[config.mk]
export PLATFORM = sky130hd
export DESIGN_NAME = burst_cmd_gen_flat
export DESIGN_NICKNAME = d
export VERILOG_FILES = /design/src/rtl/burst_cmd_gen_if.sv /design/src/rtl/burst_cmd_gen.sv /design/src/flat_wrapper.sv
export SDC_FILE = /design/constraint.sdc
export NUM_CORES = 1
export LEC_CHECK = 0
export CAP_MARGIN = 20
export CORE_MARGIN = 2
export CORE_UTILIZATION = 57
export DETAILED_ROUTE_END_ITERATION = 7
export PLACE_DENSITY = 0.81
export SYNTH_ARGS = -nofsm -noshare
export SYNTH_HDL_FRONTEND = slang
export SYNTH_SLANG_ARGS = --single-unit
[constraint.sdc]
create_clock -name ACLK -period 6 [get_ports ACLK]
set_clock_uncertainty 0.2 [all_clocks]
set_input_delay 0.9 -clock ACLK [delete_from_list [all_inputs] [get_ports ACLK]]
set_output_delay 0.9 -clock ACLK [all_outputs]
set_load 0.02 [all_outputs]
[src/rtl/burst_cmd_gen_if.sv]
// Command/response bus between burst_cmd_gen (master) and the memory-master
// datapath (slave): read/write burst commands plus write-burst completions.
interface burst_cmd_gen_if;
  logic        rd_cmd_valid;
  logic        rd_cmd_ready;
  logic [31:0] rd_cmd_addr;
  logic [7:0]  rd_cmd_len;

  logic        wr_cmd_valid;
  logic        wr_cmd_ready;
  logic [31:0] wr_cmd_addr;
  logic [7:0]  wr_cmd_len;

  logic        wr_resp_valid;
  logic        wr_resp_ready;

  modport master (
    output rd_cmd_valid, rd_cmd_addr, rd_cmd_len,
    input  rd_cmd_ready,
    output wr_cmd_valid, wr_cmd_addr, wr_cmd_len,
    input  wr_cmd_ready,
    input  wr_resp_valid,
    output wr_resp_ready
  );

  modport slave (
    input  rd_cmd_valid, rd_cmd_addr, rd_cmd_len,
    output rd_cmd_ready,
    input  wr_cmd_valid, wr_cmd_addr, wr_cmd_len,
    output wr_cmd_ready,
    output wr_resp_valid,
    input  wr_resp_ready
  );
endinterface

[src/rtl/burst_cmd_gen.sv]
// Splits a byte-length transfer into read and write burst commands and tracks
// write-burst completions. Define BURST_CMD_GEN_4K_SPLIT_EN to stop bursts crossing 4 KiB.
module burst_cmd_gen #(
  parameter int unsigned BEAT_BYTES      = 64,
  parameter int unsigned MAX_BURST_BEATS = 64
) (
  input  logic                   ACLK,
  input  logic                   ARESETN,
  input  logic                   user_start,
  input  logic [31:0]            byte_len,
  input  logic [31:0]            src_addr,
  input  logic [31:0]            dst_addr,
  output logic                   user_done,
  output logic                   user_idle,
  burst_cmd_gen_if.master        cmd
);

  localparam int unsigned SH = $clog2(BEAT_BYTES);
  localparam logic [31:0] ALIGN_MASK = ~(32'(BEAT_BYTES) - 32'd1);
  localparam logic [31:0] MAX_BEATS  = 32'(MAX_BURST_BEATS);

  localparam logic [1:0] S_IDLE      = 2'd0;
  localparam logic [1:0] S_ISSUE     = 2'd1;
  localparam logic [1:0] S_WAIT_RESP = 2'd2;
  localparam logic [1:0] S_DONE      = 2'd3;

  logic [1:0]  state_reg;
  logic [1:0]  state_next;
  logic        start_q;
  logic        start_accept;
  logic        issuing;
  logic [31:0] beats_total;
  logic [31:0] wr_issued_reg;
  logic [31:0] wr_acked_reg;
  logic [31:0] wr_acked_next;
  logic        resp_hs;
  logic        wr_load;

  // Channel 0 is read, channel 1 is write.
  logic [31:0] chan_base     [2];
  logic [31:0] chan_cmd_addr [2];
  logic [7:0]  chan_cmd_len  [2];
  logic [1:0]  chan_ready;
  logic [1:0]  chan_valid;
  logic [1:0]  chan_drained;

  assign chan_base[0] = src_addr & ALIGN_MASK;
  assign chan_base[1] = dst_addr & ALIGN_MASK;
  assign chan_ready   = {cmd.wr_cmd_ready, cmd.rd_cmd_ready};

  // Ceiling division without a 32-bit overflow on byte_len near 2^32.
  assign beats_total  = (byte_len >> SH) + {31'd0, |(byte_len & ~ALIGN_MASK)};

  assign issuing      = (state_reg == S_ISSUE);
  assign start_accept = (state_reg == S_IDLE) && user_start && !start_q;
  assign resp_hs      = cmd.wr_resp_valid && cmd.wr_resp_ready;
  assign wr_acked_next = wr_acked_reg + {31'd0, resp_hs};

  for (genvar gi = 0; gi < 2; gi++) begin : g_chan
    logic [31:0] addr_reg;
    logic [31:0] remaining_reg;
    logic [31:0] cmd_addr_reg;
    logic [7:0]  cmd_len_reg;
    logic        valid_reg;
    logic [31:0] burst;
    logic        load;
`ifdef BURST_CMD_GEN_4K_SPLIT_EN
    logic [12:0] bytes_to_4k;
    logic [31:0] beats_to_4k;

    assign bytes_to_4k = 13'd4096 - {1'b0, addr_reg[11:0]};
    assign beats_to_4k = 32'(bytes_to_4k >> SH);
`endif

    always_comb begin
      burst = remaining_reg;
      if (burst > MAX_BEATS) begin
        burst = MAX_BEATS;
      end
`ifdef BURST_CMD_GEN_4K_SPLIT_EN
      if (burst > beats_to_4k) begin
        burst = beats_to_4k;
      end
`endif
    end

    // A new command may replace the current one in the same cycle it is accepted.
    assign load = issuing && (remaining_reg != 32'd0) && (!valid_reg || chan_ready[gi]);

    always_ff @(posedge ACLK or negedge ARESETN) begin
      if (!ARESETN) begin
        addr_reg      <= 32'd0;
        remaining_reg <= 32'd0;
        cmd_addr_reg  <= 32'd0;
        cmd_len_reg   <= 8'd0;
        valid_reg     <= 1'b0;
      end else if (start_accept) begin
        addr_reg      <= chan_base[gi];
        remaining_reg <= beats_total;
        valid_reg     <= 1'b0;
      end else if (load) begin
        cmd_addr_reg  <= addr_reg;
        cmd_len_reg   <= 8'(burst - 32'd1);
        valid_reg     <= 1'b1;
        addr_reg      <= addr_reg + (burst << SH);
        remaining_reg <= remaining_reg - burst;
      end else if (valid_reg && chan_ready[gi]) begin
        valid_reg     <= 1'b0;
      end
    end

    assign chan_valid[gi]    = valid_reg;
    assign chan_cmd_addr[gi] = cmd_addr_reg;
    assign chan_cmd_len[gi]  = cmd_len_reg;
    assign chan_drained[gi]  = (remaining_reg == 32'd0) && (!valid_reg || chan_ready[gi]);

    if (gi == 1) begin : g_wr_load
      assign wr_load = load;
    end
  end

  always_comb begin
    state_next = state_reg;
    case (state_reg)
      S_IDLE: begin
        if (start_accept) begin
          state_next = (byte_len == 32'd0) ? S_DONE : S_ISSUE;
        end
      end
      S_ISSUE: begin
        // Late responses may already have caught up, so skip WAIT_RESP when they have.
        if (&chan_drained) begin
          state_next = (wr_acked_next == wr_issued_reg) ? S_DONE : S_WAIT_RESP;
        end
      end
      S_WAIT_RESP: begin
        if (wr_acked_next == wr_issued_reg) begin
          state_next = S_DONE;
        end
      end
      S_DONE: begin
        state_next = S_IDLE;
      end
      default: begin
        state_next = S_IDLE;
      end
    endcase
  end

  always_ff @(posedge ACLK or negedge ARESETN) begin
    if (!ARESETN) begin
      state_reg     <= S_IDLE;
      start_q       <= 1'b0;
      wr_issued_reg <= 32'd0;
      wr_acked_reg  <= 32'd0;
    end else begin
      state_reg <= state_next;
      start_q   <= user_start;
      if (start_accept) begin
        wr_issued_reg <= 32'd0;
        wr_acked_reg  <= 32'd0;
      end else begin
        if (wr_load) begin
          wr_issued_reg <= wr_issued_reg + 32'd1;
        end
        if (resp_hs) begin
          wr_acked_reg <= wr_acked_next;
        end
      end
    end
  end

  assign user_idle         = (state_reg == S_IDLE);
  assign user_done         = (state_reg == S_DONE);
  assign cmd.wr_resp_ready = (state_reg == S_ISSUE) || (state_reg == S_WAIT_RESP);

  assign cmd.rd_cmd_valid = chan_valid[0];
  assign cmd.rd_cmd_addr  = chan_cmd_addr[0];
  assign cmd.rd_cmd_len   = chan_cmd_len[0];
  assign cmd.wr_cmd_valid = chan_valid[1];
  assign cmd.wr_cmd_addr  = chan_cmd_addr[1];
  assign cmd.wr_cmd_len   = chan_cmd_len[1];

endmodule

[src/flat_wrapper.sv]
// flat-port wrapper written by rule: the top's interface ports become plain ports
module burst_cmd_gen_flat 
#(
  parameter int unsigned BEAT_BYTES      = 64,
  parameter int unsigned MAX_BURST_BEATS = 64
)
  (ACLK, ARESETN, user_start, byte_len, src_addr, dst_addr, user_done, user_idle, cmd_rd_cmd_valid, cmd_rd_cmd_addr, cmd_rd_cmd_len, cmd_rd_cmd_ready, cmd_wr_cmd_valid, cmd_wr_cmd_addr, cmd_wr_cmd_len, cmd_wr_cmd_ready, cmd_wr_resp_valid, cmd_wr_resp_ready);
  burst_cmd_gen_if cmd_i ();
  input  logic ACLK;
  input  logic ARESETN;
  input  logic user_start;
  input  logic [31:0] byte_len;
  input  logic [31:0] src_addr;
  input  logic [31:0] dst_addr;
  output logic user_done;
  output logic user_idle;
  output wire logic [$bits(cmd_i.rd_cmd_valid)-1:0] cmd_rd_cmd_valid;
  output wire logic [$bits(cmd_i.rd_cmd_addr)-1:0] cmd_rd_cmd_addr;
  output wire logic [$bits(cmd_i.rd_cmd_len)-1:0] cmd_rd_cmd_len;
  input wire logic [$bits(cmd_i.rd_cmd_ready)-1:0] cmd_rd_cmd_ready;
  output wire logic [$bits(cmd_i.wr_cmd_valid)-1:0] cmd_wr_cmd_valid;
  output wire logic [$bits(cmd_i.wr_cmd_addr)-1:0] cmd_wr_cmd_addr;
  output wire logic [$bits(cmd_i.wr_cmd_len)-1:0] cmd_wr_cmd_len;
  input wire logic [$bits(cmd_i.wr_cmd_ready)-1:0] cmd_wr_cmd_ready;
  input wire logic [$bits(cmd_i.wr_resp_valid)-1:0] cmd_wr_resp_valid;
  output wire logic [$bits(cmd_i.wr_resp_ready)-1:0] cmd_wr_resp_ready;
  assign cmd_rd_cmd_valid = cmd_i.rd_cmd_valid;
  assign cmd_rd_cmd_addr = cmd_i.rd_cmd_addr;
  assign cmd_rd_cmd_len = cmd_i.rd_cmd_len;
  assign cmd_i.rd_cmd_ready = cmd_rd_cmd_ready;
  assign cmd_wr_cmd_valid = cmd_i.wr_cmd_valid;
  assign cmd_wr_cmd_addr = cmd_i.wr_cmd_addr;
  assign cmd_wr_cmd_len = cmd_i.wr_cmd_len;
  assign cmd_i.wr_cmd_ready = cmd_wr_cmd_ready;
  assign cmd_i.wr_resp_valid = cmd_wr_resp_valid;
  assign cmd_wr_resp_ready = cmd_i.wr_resp_ready;
  burst_cmd_gen #(.BEAT_BYTES(BEAT_BYTES), .MAX_BURST_BEATS(MAX_BURST_BEATS)) u_core (.ACLK(ACLK), .ARESETN(ARESETN), .user_start(user_start), .byte_len(byte_len), .src_addr(src_addr), .dst_addr(dst_addr), .user_done(user_done), .user_idle(user_idle), .cmd(cmd_i));
endmodule
# Yosys cells after proc, flatten, opt, wreduce, memory -nomap -nowiden
# Index checks and enable logic that the tools add are counted.
dict set report word_totals {
  ff_bits 277
  latchBits 0
  ramBits 0
  mem_bits_ro 0
  input_bits 102
  output_inout_bits 85
  elab_cells 92
  memories 0
}
dict set report classes {
  add_sub_neg 9
  n_mul 0
  div_mod_pow 0
  magnitude_cmp 2
  eq_ne 7
  n_shift 0
  n_mux 26
  bitwise 1
  reduce_logical 33
}
# op n
set ops {}
lappend ops {{$mux W32} 14}
lappend ops {{$logic_not A32 Y1} 3}
lappend ops {{$add A32 B32 Y32} 2}
lappend ops {{$gt A32 B7 Y1 const B} 2}
lappend ops {{$reduce_bool A32 Y1} 2}
lappend ops {{$sub A32 B32 Y32} 2}
lappend ops {{$add A32 B1 Y32} 1}
lappend ops {{$add A32 B1 Y32 const B} 1}
lappend ops {{$eq A32 B32 Y1} 1}
lappend ops {{$add A26 B1 Y27} 1}
lappend ops {{$sub A8 B1 Y8 const B} 2}
lappend ops {{$logic_and A1 B1 Y1} 11}
lappend ops {{$mux W2} 4}
lappend ops {{$pmux W2 S4} 1}
lappend ops {{$mux W1} 7}
lappend ops {{$reduce_and A2 Y1} 3}
lappend ops {{$reduce_bool A2 Y1} 3}
lappend ops {{$reduce_bool A3 Y1} 2}
lappend ops {{$reduce_or A6 Y1} 1}
lappend ops {{$eq A2 B2 Y1 const B} 2}
lappend ops {{$ne A2 B1 Y1 const B} 2}
lappend ops {{$logic_not A1 Y1} 3}
lappend ops {{$logic_or A1 B1 Y1} 3}
lappend ops {{$reduce_and A3 Y1} 1}
lappend ops {{4 further kinds} 4}

# Logic depth before layout (Yosys ltp)
# Gate-level depths: netlist (run 1).
dict set report logic_depth {
  depth_word 8
  ltp_mapped 20
  ltp_nobuf 19
}

# Least setup slack after synthesis (run 1)
# OpenSTA, ideal clock, no wires.
dict set report synth_path {
  kind {register to register}
  startpoint {reg u_core.g_chan[0].remaining_reg[12]}
  endpoint {reg u_core.g_chan[0].addr_reg[31]}
  arrival_ps 5054
  t_required_ps 5659
  setup_slack_ps 605
  stages_incl_launch_ff 19
  synth_period_minus_slack_ps 5395
  path_cell_list {dfrtp_1 -> or4_1 -> nand4bb_1 -> or4_1 -> a211oi_2 -> clkbuf_1 -> nand2_1 -> inv_1 -> ha_1 -> a21o_1 -> a21o_1 -> a2111oi_0 -> o21bai_1 -> a221o_1 -> a31oi_1 -> o211ai_1 -> a2111oi_0 -> or3_1 -> a31oi_1}
}
dict set report synth_via {
  elab_chain_cells 5
  elab_cells_between_ends 9
}
# element line
set synth_lines {}
lappend synth_lines {{start: declaration} burst_cmd_gen.sv:61} ;# logic [31:0] remaining_reg;
lappend synth_lines {{start signal: assignment} burst_cmd_gen.sv:99} ;# remaining_reg <= beats_total;
lappend synth_lines {{start signal: assignment} burst_cmd_gen.sv:106} ;# remaining_reg <= remaining_reg - burst;
lappend synth_lines {{$gt A32 B7 Y1} burst_cmd_gen.sv:77} ;# if (burst > MAX_BEATS) begin
lappend synth_lines {{$mux W32} burst_cmd_gen.sv:77}
lappend synth_lines {{$add A32 B32 Y32} burst_cmd_gen.sv:105} ;# addr_reg <= addr_reg + (burst << SH);
lappend synth_lines {{$mux W32} burst_cmd_gen.sv:101} ;# end else if (load) begin
lappend synth_lines {{$mux W32} burst_cmd_gen.sv:97} ;# end else if (start_accept) begin
lappend synth_lines {{end signal: assignment} burst_cmd_gen.sv:98} ;# addr_reg <= chan_base[gi];
lappend synth_lines {{end signal: assignment} burst_cmd_gen.sv:105}
lappend synth_lines {{end: declaration} burst_cmd_gen.sv:60} ;# logic [31:0] addr_reg;
# Several ways; a longest one is shown, not always the timed one. The select of a mux whose other input is x is not followed.
# A chain may end at the register's enable or synchronous reset.

# Final worst setup path (run 1)
dict set report layout_path {
  startpoint {reg u_core.g_chan[1].remaining_reg[14]}
  endpoint {reg u_core.g_chan[1].addr_reg[28]}
}
dict set report layout_via {
  elab_chain_cells 5
  elab_cells_between_ends 9
}
# element line
set layout_lines {}
lappend layout_lines {{start: declaration} burst_cmd_gen.sv:61}
lappend layout_lines {{start signal: assignment} burst_cmd_gen.sv:99}
lappend layout_lines {{start signal: assignment} burst_cmd_gen.sv:106}
lappend layout_lines {{$gt A32 B7 Y1} burst_cmd_gen.sv:77}
lappend layout_lines {{$mux W32} burst_cmd_gen.sv:77}
lappend layout_lines {{$add A32 B32 Y32} burst_cmd_gen.sv:105}
lappend layout_lines {{$mux W32} burst_cmd_gen.sv:101}
lappend layout_lines {{$mux W32} burst_cmd_gen.sv:97}
lappend layout_lines {{end signal: assignment} burst_cmd_gen.sv:98}
lappend layout_lines {{end signal: assignment} burst_cmd_gen.sv:105}
lappend layout_lines {{end: declaration} burst_cmd_gen.sv:60}
# Several ways; a longest one is shown, not always the timed one. The select of a mux whose other input is x is not followed.

==> results.yml, run 1 <==
run_status:
  outcome: "completed"
timing:
  whs_ps: 253
  fmax_mhz: 180
  rsz0062_at_grt: "no"
  worst_pin_slew_ps: 993
  timing.final.crit_share: 0.924
  finalSetupViolations: 0
  maxSlewViolCount: 0
  hold_viol: 0
  tns_ps: 0
  max_slew_margin: 0.338
  period_minus_slack_ps: 5540
placed_design:
  place_congestion: 0.886
  place_hpwl_um: 29100
  placed_cell_area_mm2: 0.0180
  port-buffer-count: 162
  place_inst: 2435
finish:
  fin_cells: 2483
  area_growth_pct: 19.0
  final_common_cell: "nand2_1"
  drive_gt1_frac: 0.0442
  stdcell_area_mm2: 0.0190
  final_cell_mix: "340 x nand2_1, 253 x dfrtp_1, 225 x nor2_1, 164 x a21oi_1, 161 x clkdlybuf4s50_1"
  n_antenna_cell: 0
  largest_reg_flops: 64
  final_nets: 2254
cts:
  cts_buffer_depth: 3
  numCtsBuffers: 28
  cts_sinks: 253
  clkTransAtPathRegs_ps: 60
  cts_tree: "yes"
  cts_root_buf: "clkbuf_16"
  clock_latency_ps: 550
  cts_setup_buffers: 0
  cts_hold_buf: 0
  htreeDepth: 1
synth:
  synth_adder_area_share: 0.0520
  synth-xor-area-share: 0.0996
  synth_compound_area_frac: 0.163
  synth_top_family_by_area: "simple AND/OR/NAND/NOR gates"
  synth_mux_area_frac: 0.00519
  synth_area_mm2: 0.0159
  synth_edf_count: 0
  async_flop_share: 1.00
  yosys_most_used_dff: "dfrtp_1"
  ys_types: 76
  netlist_instances: 1919
  yosys.area_share.simple: 0.249
  synth-warning-count: 0
  synth_seq_area_share: 0.398
  ys_ff_latch: 253
  synth.avg_cell_area_um2: 8.30
drt:
  wl_per_cell_um: 16.7
  drc: 0
  ant_nets: 0
  drt_first_iter_violations: 999
  wl_um: 41400
  vias: 14600
  post_drt_via_cell_ratio: 5.88
  drt_pass1_iterations: 5
die:
  die_x_um: 171
  die_area_mm2: 0.0293
  io_pins: 187
  rows: 61
  start_util: 0.576
  die_height_um: 171
  core_mm2: 0.0276
hold_path:
  hold_path_class: "in2async"
global_routing:
  grt_max_degree: 129
  grt_overflow: 0
  antenna_found_initial: 1
  grt_pass1_vias: 14300
  grt_usage: 0.286
  grt_pass1_wl_um: 69100
critical_path:
  r2r_slack_ps: 460
  end_kind: "flop"
  worstSetupPathType: "reg2reg"
  path_max_fanout: 14
  arrival_ps: 5810
  required_ps: 6260
  startpoint_type: "flop"
power:
  p_per_area_mw_per_mm2: 448
  peakVddDrop_v: 0.000298
  power.total_w: 0.00848
  p_leak_nw: 8.44
job:
  maxCapViolCount: 0
==> worst paths after layout <==
check / cells after the start / endpoint / startpoint
min reg2reg: 2 / u_core.cmd.rd_cmd_addr[18]$_DFFE_PN0P_ / u_core.cmd.rd_cmd_addr[18]$_DFFE_PN0P_
min: 1 / u_core.cmd.wr_cmd_addr[21]$_DFFE_PN0P_ / ARESETN
max reg2reg: 17 / u_core.g_chan[1].addr_reg[28]$_DFFE_PN0P_ / u_core.g_chan[1].remaining_reg[14]$_DFFE_PN0P_
max in group asynchronous: 2 / u_core.wr_issued_reg[30]$_DFFE_PN0P_ / ARESETN
min in group ACLK: 2 / u_core.cmd.rd_cmd_addr[18]$_DFFE_PN0P_ / u_core.cmd.rd_cmd_addr[18]$_DFFE_PN0P_
max: 17 / u_core.g_chan[1].addr_reg[28]$_DFFE_PN0P_ / u_core.g_chan[1].remaining_reg[14]$_DFFE_PN0P_
==> synth_stat cells, types with 7 or more instances <==
library cell    n  share of area
o21ai_0        97          0.030
a21o_1         30          0.014
nand3_1        55          0.017
o22a_1         13         0.0072
buf_4          12         0.0057
xor2_1         90          0.050
nor2b_1         8         0.0031
clkbuf_1       71          0.017
o21a_1         11         0.0052
xnor2_1        91          0.050
a31oi_1        37          0.015
dfrtp_1       253           0.40
or2_2           7         0.0028
o21bai_1        7         0.0033
nand4_1        25         0.0098
ha_1           63          0.050
or3_1          24         0.0094
and3_1         18         0.0071
nor3_1         44          0.014
inv_1          34         0.0080
nor4_1         28          0.011
and4_1         16         0.0088
nor2_1        227          0.054
nand2_1       342          0.081
and2_1         15         0.0059
a211oi_1       10         0.0047
nand2b_1       18         0.0071
a21oi_1       164          0.052
==> critical path: stages, from the launching register on <==
cell	delay (ps)
dfrtp_1	420
or4_1	610
nor4_1	510
nand2_1	250
a211oi_1	280
buf_4	220
and2_1	210
ha_1	290
nor2b_1	180
o31a_1	310
a21o_1	190
o41ai_1	590
o22ai_1	300
a41oi_1	360
a21oi_1	130
xor2_1	160
nand2_1	80
a31oi_1	190
==> layer usage <==
| metal | global-route usage | part of all wire | vias to the layer above |
|---|---|---|---|
| li1 | - | - | 6971 |
| met1 | 0.371 | 0.43 | 7074 |
| met2 | 0.494 | 0.49 | 454 |
| met3 | 0.0370 | 0.054 | 96 |
| met4 | 0.0987 | 0.030 | 2 |
| met5 | 0 | 0.00031 | - |
==> logic make-up after synthesis <==
group,count (synthesis)
AOI/OAI and AO/OA,426
muxes,8
xor gates and xnor gates,181
buffers and inverters,127
adders and majority gates,65
DFF,253
other,2
and+or+nand+nor,857
==> timing repair <==
item,4_1_cts,5_1_grt
setup endpoints to repair,1,3
endpoints found under the hold margin,0,0
gates resized for setup,1,4
==> layout make-up <==
cell class / count / area, um^2
clock inverter: 6 / 111
fill: 2243 / 8680
tap: 378 / 473
inverter: 34 / 128
sequential: 253 / 6330
timing repair buffer: 183 / 1800
multi-input combinational: 1587 / 9280
clock buffer: 42 / 835
==> metrics by stage <==
step / setup WS, ps / util
finish: 458 / 0.686
global route: 70.0 / 0.686
CTS: 94.4 / 0.685
detailed placement: 145 / 0.651
global placement: 370 / 0.651
floorplan: 605 / -
==> power by group <==
part,internal [W],switching [W],total (W)
registers,0.00227,0.000530,0.00281
logic,0.00163,0.00227,0.00390
clock network,0.00108,0.000697,0.00178
total,0.00498,0.00350,0.00848
Power figures use the tool's default switching activity.
==> run 2, diff against run 1 <==
- CTS_CLUSTER_DIAMETER: default -> 80
==> results of run 2 <==
Final layout, timing and power as in run 1 (identical DEF).
